$ cat src/rtl/i2s_rx.sv
// i2s_rx: standard-I2S capture for the alarm audio path.
// S_CLK, LR_CLK and Sin are oversampled in the CLK domain. Each S_CLK
// rising edge shifts one data bit in. A change of word select marks a word
// boundary. Complete left/right pairs are presented with a one-cycle valid
// strobe. Word boundaries with the wrong bit count raise frame_err.

module i2s_rx #(
  parameter int DATA_W = 16
) (
  input  logic              CLK,
  input  logic              reset,
  input  logic              S_CLK,
  input  logic              LR_CLK,
  input  logic              Sin,
  output logic [DATA_W-1:0] left_data,
  output logic [DATA_W-1:0] right_data,
  output logic              valid,
  output logic              frame_err
);

  // The bit counter has to hold DATA_W+1. That value marks an over-long word.
  localparam int                CNT_W   = $clog2(DATA_W + 2);
  localparam logic [CNT_W-1:0]  CNT_MAX = CNT_W'(DATA_W + 1);
  localparam logic [CNT_W:0]    N_GOOD  = (CNT_W + 1)'(DATA_W);

  typedef enum logic {
    UNSYNCED = 1'b0,
    SYNCED   = 1'b1
  } state_t;

  // Synchronizer stages. LR_CLK and Sin have the same depth as S_CLK's s2,
  // so ws/sd stay aligned with the edge detected on S_CLK.
  logic sck_s1, sck_s2, sck_s3;
  logic ws_s1,  ws_s2;
  logic sd_s1,  sd_s2;

  logic sck_rise;
  logic ws;
  logic sd;

  // Only the low DATA_W-1 bits are kept. The oldest bit in a full-width
  // register would be shifted out before any word could use it.
  logic [DATA_W-2:0] shreg;
  logic [CNT_W-1:0]  bitcnt;
  logic              ws_prev;
  logic              left_ok;

  logic              boundary;
  logic [CNT_W:0]    bit_total;
  logic              word_good;
  logic [DATA_W-1:0] word;

  state_t state_q, state_d;
  logic   synced;

  // Bring the asynchronous link pins into the CLK domain.
  always_ff @(posedge CLK or negedge reset) begin
    if (!reset) begin
      sck_s1 <= 1'b0;
      sck_s2 <= 1'b0;
      sck_s3 <= 1'b0;
      ws_s1  <= 1'b0;
      ws_s2  <= 1'b0;
      sd_s1  <= 1'b0;
      sd_s2  <= 1'b0;
    end else begin
      // NOTE: non-blocking so every stage samples the previous stage's old value.
      sck_s1 <= S_CLK;
      sck_s2 <= sck_s1;
      sck_s3 <= sck_s2;
      ws_s1  <= LR_CLK;
      ws_s2  <= ws_s1;
      sd_s1  <= Sin;
      sd_s2  <= sd_s1;
    end
  end

  assign sck_rise = sck_s2 & ~sck_s3;
  assign ws       = ws_s2;
  assign sd       = sd_s2;

  // A word-select change marks a word boundary. The bit sampled on this edge
  // is the LSB of the word for channel ws_prev.
  assign boundary  = sck_rise && (ws != ws_prev);
  assign bit_total = {1'b0, bitcnt} + (CNT_W + 1)'(1);
  assign word_good = (bit_total == N_GOOD);
  assign word      = {shreg, sd};

  // Alignment state register.
  always_ff @(posedge CLK or negedge reset) begin
    if (!reset) begin
      state_q <= UNSYNCED;
    end else begin
      state_q <= state_d;
    end
  end

  // Leave UNSYNCED on the first boundary. Only reset returns to UNSYNCED.
  always_comb begin
    // NOTE: default assignment first, so no path leaves state_d unassigned (no latch).
    state_d = state_q;
    case (state_q)
      UNSYNCED: if (boundary) state_d = SYNCED;
      SYNCED:   state_d = SYNCED;
      default:  state_d = UNSYNCED;
    endcase
  end

  // State decode used by the datapath.
  always_comb begin
    synced = 1'b0;
    if (state_q == SYNCED) synced = 1'b1;
  end

  // Shift, count and latch words on each S_CLK rise. valid and frame_err
  // are pulses that default low every cycle.
  always_ff @(posedge CLK or negedge reset) begin
    if (!reset) begin
      shreg      <= '0;
      bitcnt     <= '0;
      ws_prev    <= 1'b0;
      left_ok    <= 1'b0;
      left_data  <= '0;
      right_data <= '0;
      valid      <= 1'b0;
      frame_err  <= 1'b0;
    end else begin
      valid     <= 1'b0;
      frame_err <= 1'b0;
      if (sck_rise) begin
        shreg   <= word[DATA_W-2:0];
        ws_prev <= ws;
        if (boundary) begin
          bitcnt <= '0;
          // The first boundary after reset only aligns. The partial word
          // before it is dropped without an error.
          if (synced) begin
            if (word_good) begin
              if (!ws_prev) begin
                left_data <= word;
                left_ok   <= 1'b1;
              end else begin
                // A right word without a good left word updates right_data
                // but does not form a pair.
                right_data <= word;
                valid      <= left_ok;
                left_ok    <= 1'b0;
              end
            end else begin
              frame_err <= 1'b1;
              left_ok   <= 1'b0;
            end
          end
        end else if (bitcnt != CNT_MAX) begin
          bitcnt <= bitcnt + 1'b1;
        end
      end
    end
  end

endmodule

$ cat config.mk
export PLATFORM = sky130hd
export DESIGN_NAME = i2s_rx
export DESIGN_NICKNAME = d
export VERILOG_FILES = /design/src/rtl/i2s_rx.sv
export SDC_FILE = /design/constraint.sdc
export NUM_CORES = 1
export LEC_CHECK = 0
export CAP_MARGIN = 0
export CORE_MARGIN = 8
export CORE_UTILIZATION = 50
export CTS_CLUSTER_DIAMETER = 60
export DETAILED_ROUTE_END_ITERATION = 8
export GPL_ROUTABILITY_DRIVEN = 0
export PLACE_DENSITY = 0.75
export RECOVER_POWER = 25
export SLEW_MARGIN = 20
export SYNTH_ARGS = -nofsm -noshare
export SYNTH_HDL_FRONTEND = slang
export SYNTH_SLANG_ARGS = --single-unit
export TNS_END_PERCENT = 20
$ cat constraint.sdc
create_clock -name CLK -period 3 [get_ports CLK]
set_input_delay 0.9 -clock CLK [delete_from_list [all_inputs] [get_ports CLK]]
set_output_delay 0.9 -clock CLK [all_outputs]
set_load 0.02 [all_outputs]
==> summary.md <==
| Metric | Value |
|---|---|
| Detailed Place HPWL | 3240 µm |
| Final #Nets | 249 |
| Clock Path Buffers | 2 |
| Syn Inst Count | 196 |
| Yosys warnings | 0 |
| FP Rows | 26 |
| Minimum clock period after layout | 2.48 ns |
| Fin Setup TNS | 0 ns |
| Achievable Freq | 403 MHz |
| Synthesized cell area | 2530 µm² |
| Failing checks | max-capacitance violations, max-slew violations |
| CP Cell Sequence | ha_1, xnor2_1, a2bb2oi_2, or3_1, mux2_2 |
| Num CTS Buffers | 9 |
| Number of flops mapped to enable cells by yosys | 0 |
| Worst-margin pin slew | 1.67 ns |
| Dpl ws | 0.513 ns |
| Most common flop cell mapped by yosys | dfrtp_1 |
| First-pass GRT wire length | 8020 µm |
| Synthesized Nets | 204 |
| Leak Pwr | 0.00157 µW |
| Peak supply drop | 0.361 mV |
| IO Pins | 39 |
| H-tree depth | 3 |
| Total congestion overflow | 0 |
| Setup Fix Bufs, Post-CTS | 0 |
| CP max-delay cell | or3_1 |
| Worst Hold Class | register to register |
| Critical Setup Path Class | register to register |
| Final Hold Vio Count | 0 |
| Via count | 1587 |
| DRT Wirelength | 4790 µm |
| Asr flop ratio synth | 100% |
| Worst EP required | 3.21 ns |
| PostCTS Resize Cnt | 0 |
| R2r worst-path depth | 5 |
| Initial Utilization | 50.6% |
| Die area | 7600 µm² |
| Antenna Cells | 0 |
| Area leader, netlist | dfrtp_1 |
| Fin Clk Skew | 0.00706 ns |
| Syn avg cell area | 12.9 µm² |
| Max Slew Vio Count | 31 |
| Total power per unit cell area | 613 nW/µm² |
| Yosys cell types | 30 |
| Filler Cell Count | 415 |
| Wire per inst | 15.2 µm |
| Hold_sp | ws_s1 |
| Fraction of layout cells with a size suffix above 1 | 21.2% |
| Clk slew on worst S/H paths | 0.07 ns |
| MaxCap Viol Count | 1 |
| Synth area leaders | dfrtp_1 63%, mux2_2 9.8%, nand2_1 7.9% |
| Core footprint | 5010 µm² |
| Clock Sinks | 64 |
| Fin crit share | 82.8% |
| Clock latency on the worst-skew pair | 0.33 ns |
| Critical R2R Launch | bitcnt[0] |
| Total track usage | 13.9% |
| Leading cell type by number of instances after synthesis | dfrtp_1 |
| Die width | 87.2 µm |
| R2R Path End | right_data[1] |
| Clk root buf | clkbuf_8 |
| R2R Setup Slk | 0.52 ns |
| Worst Hold Depth | 0 |
| Drt pass-1 iters | 4 |
| Initial DRC count | 50 |
| Final setup violation count | 0 |
| Initial antenna violation count | 0 |
| Antenna Violating Nets Remaining | 0 |
| Slew headroom | -11.7% |
| CP max FO | 16 |
| Worst setup SP type | register |
| Hold endpoint | ws |
| Largest net degree at the start of global routing | 35 |
| Port Buffers | 38 |
| Post-synth top area share | 63.2% |
| Vias in the first global route | 1725 |
| Vias/cell | 5.04 |
| #FFs+latches synth | 64 |
| Hold buffers post-CTS | 0 |
| Critical Path Max Stage Delay | 0.74 ns |
| Utilization after layout | 63.8% |
| Register area share after synthesis | 63.2% |
| Die H | 87.2 µm |
| Worst Setup End Kind | register |
| RSZ-0062 raised after global routing | false |
| Top cells by count, synth | 64 x dfrtp_1, 53 x nand2_1, 22 x mux2_2 |
| Worst setup margin | 0.517 ns |
| Status | finished, violations left |
| DRC errors left | 0 |
| Area Growth Syn to Fin | 26.1% |
| CTS tree | built |
| CP arrival | 2.70 ns |
-- layout make-up --
class	count	area (µm²)	share of cell area, %
clock buffers	12	155	4.86
clock inverters	3	65.1	2.04
inverters	1	3.75	0.117
multi-input cells	124	877	27.4
flip-flops and latches	64	1600	50.1
well taps	70	87.6	2.74
repair buffers	41	405	12.7
-- flip-flops by register name, indices dropped and copies added (netlist names), 5 cells and up --
name,count
left_data,16
right_data,16
shreg,15
bitcnt,5
-- worst max path at each step --
| stage | startpoint | endpoint | slack (ns) | depth (start not counted) |
|---|---|---|---|---|
| global placement | bitcnt[0] | right_data[2] | 0.58 | 5 |
| CTS | bitcnt[0] | right_data[1] | 0.50 | 5 |
| detailed placement | bitcnt[0] | right_data[1] | 0.51 | 5 |
| global route | bitcnt[0] | right_data[1] | 0.35 | 5 |
| floorplan | bitcnt[0] | right_data[10] | 0.92 | 7 |
| finish | bitcnt[0] | right_data[1] | 0.52 | 5 |
-- worst max-delay path, delay by kind of cell (launching register included) --
| kind | cells | cell delay, ns |
|---|---|---|
| AND/OR/NAND/NOR | 1 | 0.74 |
| AO/OA/AOI/OAI | 1 | 0.27 |
| flip-flops | 1 | 0.45 |
| adder cells (fa/ha/maj) | 1 | 0.29 |
| XOR/XNOR | 1 | 0.20 |
| multiplexers | 1 | 0.42 |
-- cells in the final DEF, fill, tap and decap left out, drive strengths merged, types with 3 or more instances in the layout --
master / Yosys / final
nand2: 53 / 53
nand2b: 3 / 3
nand3: 4 / 4
nor3: 3 / 3
clkdlybuf4s50: 0 / 34
dlygate4sd3: 0 / 3
mux2: 32 / 32
a21oi: 3 / 3
dfrtp: 64 / 64
ha: 3 / 3
o21ai: 5 / 5
nor2b: 4 / 4
clkbuf: 4 / 14
-- through the flow --
stage                     area (µm²)  std cells  total power, µW  hold slack [ns]
after floorplan                 2530        196             1100            0.331
after global placement          2980        300             1150            0.332
after detailed placement        2980        300             1170            0.336
after CTS                       3200        315             1980            0.347
after global routing            3200        315             2050            0.368
final                           3200        315             1960            0.346
-- routing by layer --
layer  wire length (µm)  track usage [%]
met1               2020             15.3
met2               2470             24.1
met3                236             3.58
met4                 71             7.50
met5                  0                0
-- logic make-up after synthesis --
family | after synthesis | share of synthesized area [%]
fa+ha+maj | 3 | 1.48
mux | 32 | 15.7
flops | 64 | 63.2
buf+inv | 8 | 2.17
compound gates | 13 | 3.46
xor+xnor | 1 | 0.346
simple gates | 75 | 13.6
-- report_power, final --
group	switching, µW	internal, µW
Combinational	84.3	63.3
Sequential	75.0	926
Clock	302	508
Total	462	1500
Note: power is estimated with default switching activity, not from simulation.
